File: src/rtl/test_mailbox_pkg.sv
// Shared types and constants for the test mailbox responder.
// Verdict encoding, register offsets and the default pass code.
package test_mailbox_pkg;

  typedef enum logic [1:0] {
    RUNNING = 2'b00,
    PASS    = 2'b01,
    FAIL    = 2'b10,
    TIMEOUT = 2'b11
  } verdict_t;

  localparam logic [1:0] OFF_TRACE   = 2'd0;
  localparam logic [1:0] OFF_VERDICT = 2'd1;
  localparam logic [1:0] OFF_DEPTH   = 2'd2;
  localparam logic [1:0] OFF_ZERO    = 2'd3;

  localparam logic [7:0] DEFAULT_PASS_CODE = 8'h42;

  localparam int CNT_W = 5;

endpackage

File: src/rtl/mailbox_fifo.sv
// Trace byte FIFO for the test mailbox.
// Head output reads as zero while empty; push while full is accepted only with a pop.
module mailbox_fifo
  import test_mailbox_pkg::*;
#(
  parameter int DEPTH = 8
) (
  input  logic             clk,
  input  logic             reset,
  input  logic             push,
  input  logic             pop,
  input  logic [7:0]       din,
  output logic [7:0]       dout,
  output logic [CNT_W-1:0] count,
  output logic             full,
  output logic             empty
);

  localparam int AW = $clog2(DEPTH);

  logic [7:0]    mem [DEPTH];
  logic [AW-1:0] wp;
  logic [AW-1:0] rp;
  logic          do_push;
  logic          do_pop;

  assign full    = (count == CNT_W'(DEPTH));
  assign empty   = (count == '0);
  assign do_pop  = pop && !empty;
  assign do_push = push && (!full || do_pop);
  assign dout    = empty ? 8'h00 : mem[rp];

  always_ff @(posedge clk) begin
    if (reset) begin
      wp    <= '0;
      rp    <= '0;
      count <= '0;
    end else begin
      if (do_push) wp <= wp + 1'b1;
      if (do_pop)  rp <= rp + 1'b1;
      count <= count + CNT_W'(do_push) - CNT_W'(do_pop);
    end
  end

  always_ff @(posedge clk) begin
    if (!reset && do_push) mem[wp] <= din;
  end

endmodule

File: config.mk
export PLATFORM = sky130hd
export DESIGN_NAME = mailbox_fifo
export DESIGN_NICKNAME = d
export VERILOG_FILES = /design/src/rtl/test_mailbox_pkg.sv /design/src/rtl/mailbox_fifo.sv
export SDC_FILE = /design/constraint.sdc
export NUM_CORES = 1
export LEC_CHECK = 0
export ABC_CLOCK_PERIOD_IN_PS = 3500
export CAP_MARGIN = 20
export CORE_ASPECT_RATIO = 1.25
export CORE_MARGIN = 10
export CORE_UTILIZATION = 32
export DETAILED_ROUTE_END_ITERATION = 7
export HOLD_SLACK_MARGIN = 0.03
export PLACE_DENSITY = 0.45
export SLEW_MARGIN = 0
export SYNTH_ARGS = -nofsm -noshare
export SYNTH_HDL_FRONTEND = slang
export SYNTH_SLANG_ARGS = --single-unit
File: constraint.sdc
create_clock -name clk -period 3.5 [get_ports clk]
set_clock_uncertainty 0.05 [all_clocks]
set_input_delay 0.35 -clock clk [delete_from_list [all_inputs] [get_ports clk]]
set_output_delay 0.35 -clock clk [all_outputs]
set_load 0.005 [all_outputs]
==> results of run 1 <==
-- cell families (layout without fill, tap and decap cells) --
logic type	count (synthesis)	after routing	synth area share [%]
DFF	78	78	67.3
and+or+nand+nor	49	49	9.10
muxes	21	21	12.7
AOI/OAI and AO/OA	20	20	4.51
buffers and inverters	18	61	2.22
adders and majority gates	9	9	3.67
xor gates and xnor gates	2	2	0.535
-- routing by layer --
layer	wire length [um]	global-route usage, %	vias to the layer above	share of wire [%]
met3	367	4.03	8	5.4
met5	0	0	-	0
met4	112	3.70	0	1.7
met1	2720	10.7	886	40
li1	-	-	852	-
met2	3580	17.0	35	53
-- placed cells by master (no fill, tap or decap), types with 3 or more instances in the layout --
cell and n:
edfxtp_1 64, clkdlybuf4s50_1 26, mux4_2 16, dfxtp_1 14, buf_4 13, clkbuf_16 10, a22o_1 8, ha_1 8
nor2_1 7, nor2b_1 7, nand2_1 6, nor3_1 6, nand2b_1 6, inv_1 5, nor4b_1 4, clkinv_2 3
a21o_1 3, a21oi_1 3, mux2_2 3, or4_1 3
-- sequential cells by signal (all words and copies together), names as in the netlist, named ones only --
register and cells:
mem 64, wp 3, rp 3, count 5
-- area by class of cell --
type / count / area (um^2)
well taps: 129 / 161
fillers: 966 / 5990
clock buffers: 13 / 272
flip-flops and latches: 78 / 2200
multi-input cells: 101 / 1010
inverters: 6 / 23.8
repair buffers: 39 / 358
clock inverters: 3 / 40.0
-- power groups by stage --
| stage | clock network (mW) | logic (mW) | registers (mW) |
|---|---|---|---|
| 4_1_cts | 0.978 | 0.950 | 1.15 |
| 2_1_floorplan | 0 | 0.554 | 1.15 |
| 5_1_grt | 1.02 | 1.03 | 1.16 |
| 6_report | 0.945 | 0.914 | 1.15 |
| 3_5_place_dp | 0 | 0.944 | 1.17 |
| 3_3_place_gp | 0 | 0.951 | 1.17 |
-- worst paths after layout --
kind / endpoint / slack [ns] / cells after the start
hold reg to reg: flop / 0.44 / 2
setup reg to reg: count[4]$_SDFF_PP0_ / 0.55 / 10
setup / recovery: count[4]$_SDFF_PP0_ / 0.55 / 10
hold / removal: flop / 0.44 / 2
-- metrics by stage --
step / utilization (%) / cells
6_report: 40.4 / 369
5_1_grt: 40.4 / 369
4_1_cts: 40.4 / 369
3_5_place_dp: 37.3 / 353
3_3_place_gp: 37.3 / 353
2_1_floorplan: - / 197
-- worst max-delay path, delay by kind of cell (launching register included) --
family	cells	cell delay (ns)
flops	1	0.32
mux	1	0.10
fa+ha+maj	3	0.78
compound gates	4	0.97
buf+inv	1	0.10
simple gates	1	0.56
==> run_results.csv, run 1 <==
group,metric,value,unit
hold_path,holdCritPathClass,"reg2reg",
drt,vias,1781,
finish,design_area,4070,um^2
cts,cts_tree,"done",
power,total_power,3.01,mW
synth,yosysSeqAreaShare,67.3,%
cts,clock_latency,0.33,ns
cts,cts_resized,0,
placement,place.detailed.hpwl,4460,um
power,power_density,740,nW/um^2
power,leakage,1.38,nW
critical_path,worstPathRequired,3.71,ns
synth,synth.distinct_cells,37,
sta,period_minus_slack,2.95,ns
critical_path,cp-startpoint,"count[2]$_SDFF_PP0_",
power,power.internal,2.21,mW
global_route,grt_max_degree,17,
critical_path,critPathMaxStageDelay,0.56,ns
drt,wire_per_inst,18.4,um
sta,whs,0.443,ns
floorplanning,die_x,110,um
synth,ys_warn_count,0,
power,vdd_drop_max,0.000328,V
global_route,grt-ovfl-total,0,
finish,diodes,0,
synth,synth.area.top_cells,"edfxtp_1, mux4_2, dfxtp_1",
synth,synth_edf_count,64,
synth,yosysTopAreaCell,"edfxtp_1",
synth,ys.flop_type,"edfxtp_1",
run_status,outcome,"complete, no violations",
synth,syn-cell-area,3270,um^2
synth,syn-num-nets,218,
sta,final-max-slew-violation-count,0,
synth,ys_seq_elements,78,
synth,synth_common_cells,"edfxtp_1, mux4_2, dfxtp_1",
sta,fin_setup_tns,0,ns
cts,worst_setup_hold_path_clk_slew,0.05,ns
global_route,antenna_found_initial,0,
synth,synth_area_per_cell,16.6,um^2
sta,finalSetupViolations,0,
synth,yosysMostFrequentCell,"edfxtp_1",
critical_path,critical_path.max_fanout,7,
drt,ant_nets,0,
drt,dr.pass1.iters,4,
synth,synth_top_area_share,58.7,%
critical_path,crit_top_cell,"ha_1",
sta,finalHoldViolCount,0,
global_route,grt_pass1_wl,11000,um
cts,cts.hold.buffers_added,0,
critical_path,cp-end-kind,"flop",
floorplanning,fp-row-count,41,
synth,ys_async_sr_fraction,0,%
run,max-cap-violations,0,
placement,gp_congestion,0.674,
critical_path,cp_slowest_cell,"or4b_1",
cts,cts-buffers-inserted,9,
cts,clock-root-buffer,"clkbuf_16",
drt,drt_iter0_drc,94,
global_route,grt_use_total,9.90,%
critical_path,critPathKind,"reg2reg",
placement,io_buffer_count,26,
hold_path,worstHoldStart,"rp[2]$_SDFFE_PP0N_",
finish,nets,256,
placement,post_dp_cell_area,3750,um^2
floorplanning,die-area,14700,um^2
floorplanning,start_util,32.5,%
sta,setup_slack,0.549,ns
sta,worst_pin_slew,0.537,ns
critical_path,r2r-start,"count[2]$_SDFF_PP0_",
floorplanning,core,10100,um^2
power,combPwrFrac,30.4,%
sta,slew_headroom,64.1,%
cts,postCtsSetupRepairBufs,0,
cts,clock-sinks,78,
global_route,grt_pass1_vias,1945,
critical_path,critPathArrivalTime,3.16,ns
finish,syn_to_final_growth,24.3,%
synth,postSynthCellCount,197,
drt,drc,0,
floorplanning,die_y,133,um
cts,htreeDepth,3,
sta,final.period_utilization,84.3,%
power,pwr-share-clk,31.4,%
finish,layout-drive-gt1-share,20.8,%
power,p_seq_share,38.2,%
placement,post-place-ws,0.545,ns
critical_path,crit_chain,"inv_1 > ha_1 > or4b_1 > o21ai_0 > mux2i_1 > ha_1 > fa_1 > a21o_1 > a2111oi_0 > o21bai_1",
floorplanning,io_pins,27,
sta,max_freq,339,MHz
drt,wirelength,6780,um
power,switching_share,26.6,%
drt,viasPerCell,4.83,
sta,rsz0062_at_grt,"no",
critical_path,start_kind,"flop",
power,p_switching,801,uW
cts,clock_path_buffers,2,
Note: power is estimated with default switching activity, not from simulation.
==> run 2, diff against run 1 <==
--- a/config.mk
+++ b/config.mk
@@ -5,7 +5,7 @@
 export SDC_FILE = /design/constraint.sdc
 export NUM_CORES = 1
 export LEC_CHECK = 0
-export ABC_CLOCK_PERIOD_IN_PS = 3500
+export ABC_CLOCK_PERIOD_IN_PS = 3000
 export CAP_MARGIN = 20
 export CORE_ASPECT_RATIO = 1.25
 export CORE_MARGIN = 10
==> constraint.sdc (replaced) <==
create_clock -name clk -period 3 [get_ports clk]
set_clock_uncertainty 0.05 [all_clocks]
set_input_delay 0.3 -clock clk [delete_from_list [all_inputs] [get_ports clk]]
set_output_delay 0.3 -clock clk [all_outputs]
set_load 0.005 [all_outputs]
==> run 2 against run 1 <==
Net effect:
- register-to-register slack worse by 0.27 ns
- worst hold slack better by 0.0043 ns
- first-iteration DRC count is 27% lower
- critical path depth stayed put
- utilization is 0.087 points lower
- global-route usage is 0.15 points higher
- combinational power is 24% higher
- die area stayed put
- wire length is 2.0% higher
- count of clock-buffer cells in the layout is 1 higher
- sequential power is 16% higher
- critical path type unchanged
- largest cell class unchanged
- highest routed layer unchanged
==> run_results.csv, run 2 (synthesized netlist as in run 1, its figures left out) <==
group,metric,value,unit
placement,post-place-ws,0.249,ns
finish,diodes,0,
drt,drt_iter0_drc,69,
drt,dr.pass1.iters,4,
cts,htreeDepth,3,
critical_path,critPathKind,"reg2reg",
sta,period_minus_slack,2.72,ns
finish,top_regs,"mem (64), count (5)",
sta,slew_headroom,75.6,%
cts,clock_latency,0.33,ns
run,max-cap-violations,0,
global_route,grt-ovfl-total,0,
finish,fillers,973,
sta,finalHoldViolCount,0,
drt,viasPerCell,4.84,
power,vdd_drop_max,0.000338,V
drt,vias,1810,
placement,place.detailed.hpwl,4570,um
sta,setup_slack,0.275,ns
sta,final-max-slew-violation-count,0,
critical_path,cp-end-kind,"flop",
finish,final_cells,374,
cts,clock_path_buffers,2,
hold_path,holdCritPathClass,"reg2reg",
drt,ant_nets,0,
finish,nets,261,
sta,final.period_utilization,90.8,%
global_route,grt_pass1_wl,11300,um
floorplanning,core,10100,um^2
sta,fin_setup_tns,0,ns
finish,syn_to_final_growth,24.0,%
sta,rsz0062_at_grt,"no",
finish,final-seq-area,2200,um^2
finish,multi_input_area,1010,um^2
global_route,grt_max_degree,19,
floorplanning,die_x,110,um
global_route,grt_pass1_vias,1980,
floorplanning,start_util,32.5,%
drt,wire_per_inst,18.5,um
run_status,outcome,"complete, no violations",
finish,largest_register_ffs,64,
drt,drc,0,
floorplanning,die_y,133,um
sta,worst_pin_slew,0.360,ns
cts,cts_tree,"done",
critical_path,critPathArrivalTime,2.94,ns
floorplanning,io_pins,27,
placement,io_buffer_count,26,
power,power_density,845,nW/um^2
cts,cts-buffers-inserted,9,
critical_path,start_kind,"flop",
critical_path,worstPathRequired,3.21,ns
placement,gp_congestion,0.696,
placement,placed_cells,358,
cts,worst_setup_hold_path_clk_slew,0.06,ns
finish,final_common_cell,"edfxtp_1",
finish,layout-drive-gt1-share,21.6,%
power,leakage,1.38,nW
finish,largest-register,"mem",
floorplanning,die-area,14700,um^2
sta,finalSetupViolations,0,
floorplanning,fp-row-count,41,
global_route,antenna_found_initial,0,
cts,clock-sinks,78,
cts,clock-root-buffer,"clkbuf_16",
finish,final_cell_mix,"edfxtp_1, clkdlybuf4s50_1, buf_4",
drt,wirelength,6920,um
sta,max_freq,367,MHz
global_route,grt_use_total,10.0,%
critical_path,critical_path.max_fanout,3,
cts,cts.hold.buffers_added,0,
run 2: path summary, 6_finish.rpt:
kind | slack (ns) | end | startpoint | cells past startpoint
setup / recovery | 0.28 | count[4]$_SDFF_PP0_ | count[2]$_SDFF_PP0_ | 10
hold / removal | 0.45 | rp[2]$_SDFFE_PP0N_ | rp[2]$_SDFFE_PP0N_ | 2
setup reg to reg | 0.28 | count[4]$_SDFF_PP0_ | count[2]$_SDFF_PP0_ | 10
hold reg to reg | 0.45 | rp[2]$_SDFFE_PP0N_ | rp[2]$_SDFFE_PP0N_ | 2
run 2: final cells by class:
class / instances / share of cell area, %
clock buffer: 14 / 6.26
clock inverter: 2 / 0.247
inverter: 6 / 0.586
multi-input combinational: 101 / 24.9
sequential: 78 / 54.3
tap: 129 / 3.98
timing repair buffer: 44 / 9.74
run 2: repair_timing:
action                     CTS  global route
buffers inserted             0             0
setup endpoints to repair    0             1
gates resized for setup      0             1
run 2: where the power goes:
part	internal, mW	leakage (nW)	switching, mW
Sequential	1.27	0.693	0.0656
Combinational	0.631	0.555	0.499
Clock	0.581	0.131	0.386
run 2: worst max-delay path: stages, from the launching register on:
cell	delay, ns
dfxtp_1	0.32
inv_1	0.10
ha_1	0.14
or4b_1	0.44
o21ai_0	0.19
mux2i_1	0.10
ha_1	0.21
fa_1	0.40
a21o_1	0.20
a2111oi_1	0.34
o21bai_1	0.15
run 2: routing by layer:
metal / wire length [um] / up-vias / GRT usage [%]
li1: - / 868 / -
met1: 2930 / 894 / 11.5
met2: 3520 / 40 / 16.4
met3: 368 / 8 / 3.98
met4: 99 / 0 / 4.13
met5: 0 / - / 0
run 2: metrics by stage:
stage | hold WS, ns | power, mW | util (%) | instance area (um^2)
finish | 0.447 | 3.43 | 40.4 | 4060
global route | 0.496 | 3.65 | 40.4 | 4060
CTS | 0.450 | 3.49 | 40.3 | 4060
detailed placement | 0.441 | 2.51 | 37.7 | 3790
global placement | 0.422 | 2.52 | 37.7 | 3790
floorplan | 0.349 | 1.99 | - | 3270
